### src/rtl/face_rect_pkg.sv
// Shared types and default constants for the face-rectangle overlay controller.
package face_rect_pkg;

  localparam int H_ACTIVE_DEF    = 640;
  localparam int V_ACTIVE_DEF    = 480;
  localparam int HOLD_FRAMES_DEF = 3;
  localparam int CW_DEF          = 12;

  // Overlay controller state; SEARCH is the only state with nothing drawn.
  typedef enum logic [1:0] {
    SEARCH = 2'd0,
    TRACK  = 2'd1,
    HOLD   = 2'd2,
    FROZEN = 2'd3
  } rect_state_t;

  // One detector result as held in the shadow register.
  typedef struct packed {
    logic              found;
    logic [CW_DEF-1:0] x;
    logic [CW_DEF-1:0] y;
    logic [CW_DEF-1:0] w;
    logic [CW_DEF-1:0] h;
  } det_result_t;

endpackage

### src/rtl/face_rect_ctrl_rect_clamp.sv
// Combinational clamp of a detector box to the visible frame. Works in
// CW+1 bits so that the "room left" subtraction can never wrap.
module rect_clamp #(
  parameter int H_ACTIVE = 640,
  parameter int V_ACTIVE = 480,
  parameter int CW       = 12
) (
  input  logic [CW-1:0] x,
  input  logic [CW-1:0] y,
  input  logic [CW-1:0] w,
  input  logic [CW-1:0] h,
  output logic [CW-1:0] x_c,
  output logic [CW-1:0] y_c,
  output logic [CW-1:0] w_c,
  output logic [CW-1:0] h_c
);

  localparam logic [CW:0] H_LIM = (CW+1)'(H_ACTIVE);
  localparam logic [CW:0] V_LIM = (CW+1)'(V_ACTIVE);
  localparam logic [CW:0] H_MAX = (CW+1)'(H_ACTIVE - 1);
  localparam logic [CW:0] V_MAX = (CW+1)'(V_ACTIVE - 1);

  logic [CW:0] x_m, y_m, w_room, h_room, w_m, h_m;

  // Origin is pulled inside the frame first, then the size is limited to the room left.
  always_comb begin
    // NOTE: every combinational output gets a value on every path, so no latch is inferred.
    x_m    = ({1'b0, x} > H_MAX) ? H_MAX : {1'b0, x};
    y_m    = ({1'b0, y} > V_MAX) ? V_MAX : {1'b0, y};
    w_room = H_LIM - x_m;
    h_room = V_LIM - y_m;
    w_m    = ({1'b0, w} > w_room) ? w_room : {1'b0, w};
    h_m    = ({1'b0, h} > h_room) ? h_room : {1'b0, h};
    x_c    = CW'(x_m);
    y_c    = CW'(y_m);
    w_c    = CW'(w_m);
    h_c    = CW'(h_m);
  end

endmodule

### src/rtl/face_rect_ctrl.sv
// Frame-synchronous controller for the rectangle overlay. Detector results
// land in a shadow register via valid/ready and are only acted on at the
// vsync rising edge, so the drawn rectangle never changes mid-frame.
// The shadow register uses the package result type, so CW is expected to
// equal CW_DEF.
module face_rect_ctrl
  import face_rect_pkg::*;
#(
  parameter int H_ACTIVE    = H_ACTIVE_DEF,
  parameter int V_ACTIVE    = V_ACTIVE_DEF,
  parameter int HOLD_FRAMES = HOLD_FRAMES_DEF,
  parameter int CW          = CW_DEF
) (
  input  logic          pclk,
  input  logic          rst_n,
  input  logic          vsync_in,
  input  logic          det_valid,
  output logic          det_ready,
  input  logic          det_found,
  input  logic [CW-1:0] det_x,
  input  logic [CW-1:0] det_y,
  input  logic [CW-1:0] det_w,
  input  logic [CW-1:0] det_h,
  input  logic          mode_continuous,
  input  logic          clear,
  output logic [CW-1:0] rect_x,
  output logic [CW-1:0] rect_y,
  output logic [CW-1:0] rect_w,
  output logic [CW-1:0] rect_h,
  output logic          detected_flag,
  output logic          continuous,
  output logic          frame_tick
);

  localparam int              MCW      = $clog2(HOLD_FRAMES + 2);
  localparam logic [MCW-1:0]  MISS_SAT = MCW'(HOLD_FRAMES + 1);
  localparam logic [MCW-1:0]  MISS_MAX = MCW'(HOLD_FRAMES);

  logic            vsync_d;
  logic            armed;
  logic            pending;
  logic            pending_nxt;
  logic            xfer;
  logic            hit;
  det_result_t     shadow;
  rect_state_t     state;
  logic [MCW-1:0]  miss_cnt;
  logic [MCW-1:0]  miss_inc;
  logic            miss_drop;
  logic [CW-1:0]   cx, cy, cw, ch;

  // armed masks the first cycle after reset so a vsync that is already high
  // at release is not mistaken for a rising edge.
  assign frame_tick = vsync_in & ~vsync_d & armed;
  assign xfer       = det_valid & det_ready;
  assign hit        = pending & shadow.found & (|shadow.w) & (|shadow.h);

  // Vsync edge detector and post-reset arming.
  always_ff @(posedge pclk or negedge rst_n) begin
    // NOTE: sequential state is assigned with <= so every register samples pre-edge values.
    if (!rst_n) begin
      vsync_d <= 1'b0;
      armed   <= 1'b0;
    end else begin
      vsync_d <= vsync_in;
      armed   <= 1'b1;
    end
  end

  // Next pending: a tick drains the shadow, a transfer refills it.
  always_comb begin
    pending_nxt = pending;
    if (frame_tick) pending_nxt = 1'b0;
    if (xfer)       pending_nxt = 1'b1;
  end

  // Shadow register and registered ready (low throughout reset).
  always_ff @(posedge pclk or negedge rst_n) begin
    if (!rst_n) begin
      pending   <= 1'b0;
      det_ready <= 1'b0;
      shadow    <= '0;
    end else begin
      pending   <= pending_nxt;
      det_ready <= ~pending_nxt;
      if (xfer) begin
        shadow.found <= det_found;
        shadow.x     <= det_x;
        shadow.y     <= det_y;
        shadow.w     <= det_w;
        shadow.h     <= det_h;
      end
    end
  end

  // Saturating miss counter increment and the drop decision.
  always_comb begin
    miss_inc  = (miss_cnt >= MISS_SAT) ? MISS_SAT : miss_cnt + 1'b1;
    miss_drop = (miss_inc > MISS_MAX);
  end

  rect_clamp #(
    .H_ACTIVE (H_ACTIVE),
    .V_ACTIVE (V_ACTIVE),
    .CW       (CW)
  ) u_clamp (
    .x   (shadow.x),
    .y   (shadow.y),
    .w   (shadow.w),
    .h   (shadow.h),
    .x_c (cx),
    .y_c (cy),
    .w_c (cw),
    .h_c (ch)
  );

  // Mode is sampled once per frame so the draw stage sees a stable value.
  always_ff @(posedge pclk or negedge rst_n) begin
    if (!rst_n)          continuous <= 1'b0;
    else if (frame_tick) continuous <= mode_continuous;
  end

  // Tracking FSM; advances on frame_tick, except clear releasing FROZEN at once.
  always_ff @(posedge pclk or negedge rst_n) begin
    if (!rst_n) begin
      state         <= SEARCH;
      miss_cnt      <= '0;
      detected_flag <= 1'b0;
      rect_x        <= '0;
      rect_y        <= '0;
      rect_w        <= '0;
      rect_h        <= '0;
    end else if (state == FROZEN && clear) begin
      state         <= SEARCH;
      detected_flag <= 1'b0;
    end else if (frame_tick) begin
      case (state)
        SEARCH: begin
          if (hit) begin
            state         <= mode_continuous ? TRACK : FROZEN;
            detected_flag <= 1'b1;
            miss_cnt      <= '0;
            rect_x        <= cx;
            rect_y        <= cy;
            rect_w        <= cw;
            rect_h        <= ch;
          end
        end
        TRACK: begin
          if (hit) begin
            miss_cnt <= '0;
            rect_x   <= cx;
            rect_y   <= cy;
            rect_w   <= cw;
            rect_h   <= ch;
          end else begin
            miss_cnt <= MCW'(1);
            if (HOLD_FRAMES > 0) begin
              state <= HOLD;
            end else begin
              state         <= SEARCH;
              detected_flag <= 1'b0;
            end
          end
        end
        HOLD: begin
          if (hit) begin
            state    <= TRACK;
            miss_cnt <= '0;
            rect_x   <= cx;
            rect_y   <= cy;
            rect_w   <= cw;
            rect_h   <= ch;
          end else begin
            miss_cnt <= miss_inc;
            if (miss_drop) begin
              state         <= SEARCH;
              detected_flag <= 1'b0;
            end
          end
        end
        FROZEN: begin
          if (mode_continuous) begin
            state    <= TRACK;
            miss_cnt <= '0;
          end
        end
        default: begin
          state         <= SEARCH;
          detected_flag <= 1'b0;
        end
      endcase
    end
  end

endmodule

### config.mk
export PLATFORM = sky130hd
export DESIGN_NAME = face_rect_ctrl
export DESIGN_NICKNAME = d
export VERILOG_FILES = /design/src/rtl/face_rect_pkg.sv /design/src/rtl/face_rect_ctrl_rect_clamp.sv /design/src/rtl/face_rect_ctrl.sv
export SDC_FILE = /design/constraint.sdc
export NUM_CORES = 1
export LEC_CHECK = 0
export BUFFER_PORTS_ARGS = -buffer_cell sky130_fd_sc_hd__clkbuf_2
export CORE_ASPECT_RATIO = 0.6
export CORE_UTILIZATION = 40
export CTS_CLUSTER_SIZE = 16
export DETAILED_ROUTE_END_ITERATION = 10
export GPL_ROUTABILITY_DRIVEN = 0
export PLACE_DENSITY = 0.58
export SLEW_MARGIN = 20
export SYNTH_ARGS = -nofsm -noshare
export SYNTH_HDL_FRONTEND = slang
export SYNTH_SLANG_ARGS = --single-unit
export TNS_END_PERCENT = 30
### constraint.sdc
create_clock -name pclk -period 6.61 [get_ports pclk]
set_clock_uncertainty 0.1 [all_clocks]
set_input_delay 0.3305 -clock pclk [delete_from_list [all_inputs] [get_ports pclk]]
set_output_delay 0.3305 -clock pclk [all_outputs]
set_load 0.01 [all_outputs]
==> qor.yml <==
status:
  status: "finished, final reports clean"
power_and_ir_drop:
  ir_drop_v: 0.000187
  power.leakage_nw: 3.04
  p_per_area_nw_per_um2: 474
cells_and_area:
  final_common_cell: "dfrtp_1"
  drive_above_1_share_pct: 31.1
  area_growth_syn_to_layout_pct: 19.7
  final_nets: 705
  mostFrequentLayoutCells: "dfrtp_1, clkbuf_2, mux2_2"
  diodes: 0
  final_area_um2: 6440
timing:
  period_share_pct: 74.2
  tightest_slew_ns: 1.01
  fmax_ghz: 0.204
  timing.final.ws_setup_ns: 1.71
  setup_viol: 0
  drv_slew: 0
  slew_headroom_pct: 32.6
  finalCriticalPeriod_ns: 4.90
  rsz0062_at_grt: "false"
  holdWs_ns: 0.0985
  tns_ns: 0
  hold_viol_final: 0
route:
  first_pass_iters: 5
  dr_total_vias: 4131
  dr.first_iter.drc_count: 199
  via_per_inst: 5.22
  ant_nets: 0
  routedWlPerCell_um: 16.7
  drt_wl_total_um: 13200
  drc: 0
setup_path:
  r2r-start: "shadow[33]"
  r2r-end: "rect_h[3]"
  cp-startpoint: "shadow[33]"
  cpMaxStageDelayCell: "a21oi_1"
  worstPathRequired_ns: 6.78
  worstPathCellList: "or3_1 > nor2_1 > nand2b_1 > inv_1 > ha_1 > or3b_2 > or2_2 > nand2_1 > mux2_2 > ha_1 > nand4_1 > nor2_1 > o31ai_1 > a21oi_1 > buf_4 > mux2_2 > a21oi_1"
  path_depth: 17
  cp_slowest_stage_delay_ns: 0.50
  cp_top_family: "simple AND/OR/NAND/NOR gates"
  r2r_slack_ns: 1.71
  cp-endpoint: "rect_h[3]"
  worst_setup_path_start_kind: "register"
  setup.worst_path.class: "register to register"
  r2r_cells: 17
  critPathBufInv: 2
  crit_arrival_ns: 5.08
  cp_max_fo: 10
  crit_path_end_kind: "register"
yosys:
  yosys_warnings: 0
  yosysSeqAreaShare_pct: 50.2
  async_flop_share_pct: 100
  synth_edf_count: 0
  syn_avg_cell_area_um2: 10.6
  synthesis.area_um2: 5380
  synthFlopType: "dfrtp_1"
  ys_ff_latch: 108
  synth_cells: 508
  ys_types: 46
flow_run:
  drv_cap: 0
clocking:
  numCtsBuffers: 9
  clkTransAtPathRegs_ns: 0.07
  clock_latency_ns: 0.34
  cts_tree: "yes"
  clock_sinks: 108
  clockBufferDepth: 2
  cts_max_level: 3
  cts_root_buffer: "clkbuf_16"
  cts_resized: 0
  cts_hold_buf: 2
  post_cts_buffers: 0
place:
  hpwl_um: 9680
  preCtsSetupSlack_ns: 1.75
  placed_area_um2: 6120
  io_buffer_count: 106
global_route:
  grt_max_degree: 80
  antenna_found_initial: 2
  overflow: 0
  grt_pass1_vias: 4067
  grt_pass1_wl_um: 21300
  track_usage_pct: 20.1
die:
  rows: 32
  die_y_um: 91.9
  pin_count: 107
  coreArea_um2: 13000
  initial_core_util_pct: 41.5
  dieArea_um2: 13900
  die_x_um: 152
min_path:
  hold_path.class: "input pin to register"
==> per-layer routing <==
| layer | vias to the layer above | share of wire, % | track usage [%] |
|---|---|---|---|
| met5 | - | 0.22 | 0 |
| met1 | 1985 | 51 | 30.7 |
| met3 | 13 | 8.7 | 6.57 |
| li1 | 2002 | - | - |
| met4 | 4 | 0.83 | 4.70 |
| met2 | 127 | 39 | 27.0 |
==> worst min path at each step <==
| stage | startpoint | to | slack (ns) | cells past startpoint |
|---|---|---|---|---|
| after global routing | det_y[2] | shadow[26] | 0.1 | 2 |
| after floorplan | rst_n | armed | -0.07 | 0 |
| after global placement | rst_n | rect_y[9] | 0.17 | 1 |
| after CTS | clear | detected_flag | 0.09 | 2 |
| after detailed placement | rst_n | rect_x[11] | 0.18 | 1 |
| final | clear | detected_flag | 0.1 | 2 |
==> metrics by stage <==
stage / utilization, % / power [mW] / std cells
floorplan: - / 2.05 / 513
global placement: 47.2 / 2.46 / 775
detailed placement: 47.2 / 2.51 / 775
CTS: 49.6 / 3.08 / 791
global route: 49.7 / 3.30 / 791
finish: 49.7 / 3.05 / 791
==> layout make-up <==
| class | count | area, µm² |
|---|---|---|
| Clock buffer | 11 | 253 |
| Clock inverter | 3 | 46.3 |
| Fill cell | 1232 | 6530 |
| Inverter | 20 | 75.1 |
| Multi-Input combinational cell | 367 | 2560 |
| Sequential cell | 108 | 2700 |
| Tap cell | 170 | 213 |
| Timing Repair Buffer | 112 | 587 |
==> synth_stat cells, types with 7 or more instances <==
cell type	n	area share, %
nand2b_1	12	1.4
o21ai_0	39	3.6
mux2_2	58	12
a21oi_1	16	1.5
nand2_1	55	3.8
clkbuf_1	11	0.77
nand4_1	9	1.0
and2_1	7	0.81
nand3_1	11	1.0
buf_1	7	0.49
dfrtp_1	108	50
mux2i_1	9	1.7
nor3_1	9	0.84
inv_1	20	1.4
nor2_1	43	3.0
ha_1	32	7.4
==> registers in the layout, summed over array words and instances (netlist names) <==
| name | flops |
|---|---|
| rect_h | 12 |
| rect_y | 12 |
| detected_flag | 1 |
| rect_x | 12 |
| det_ready | 1 |
| state | 2 |
| vsync_d | 1 |
| shadow | 49 |
| armed | 1 |
| pending | 1 |
| miss_cnt | 3 |
| continuous | 1 |
| rect_w | 12 |
==> power by group <==
group / internal [mW] / total (mW) / switching, mW
Sequential: 0.957 / 1.24 / 0.285
Combinational: 0.588 / 1.26 / 0.667
Clock: 0.312 / 0.552 / 0.240
Total: 1.86 / 3.05 / 1.19
==> cells by family (layout without fill, tap and decap cells) <==
logic type                 after synthesis  in the layout  synth area share (%)
and+or+nand+nor                        168            168                  14.9
DFF                                    108            108                  50.2
AOI/OAI and AO/OA                       87             87                  9.76
muxes                                   67             67                  13.8
buffers and inverters                   38            146                  2.65
adders and majority gates               32             32                  7.44
xor gates and xnor gates                 7              7                  1.14
other                                    1              6                0.0697
Note: power is estimated with default switching activity, not from simulation.
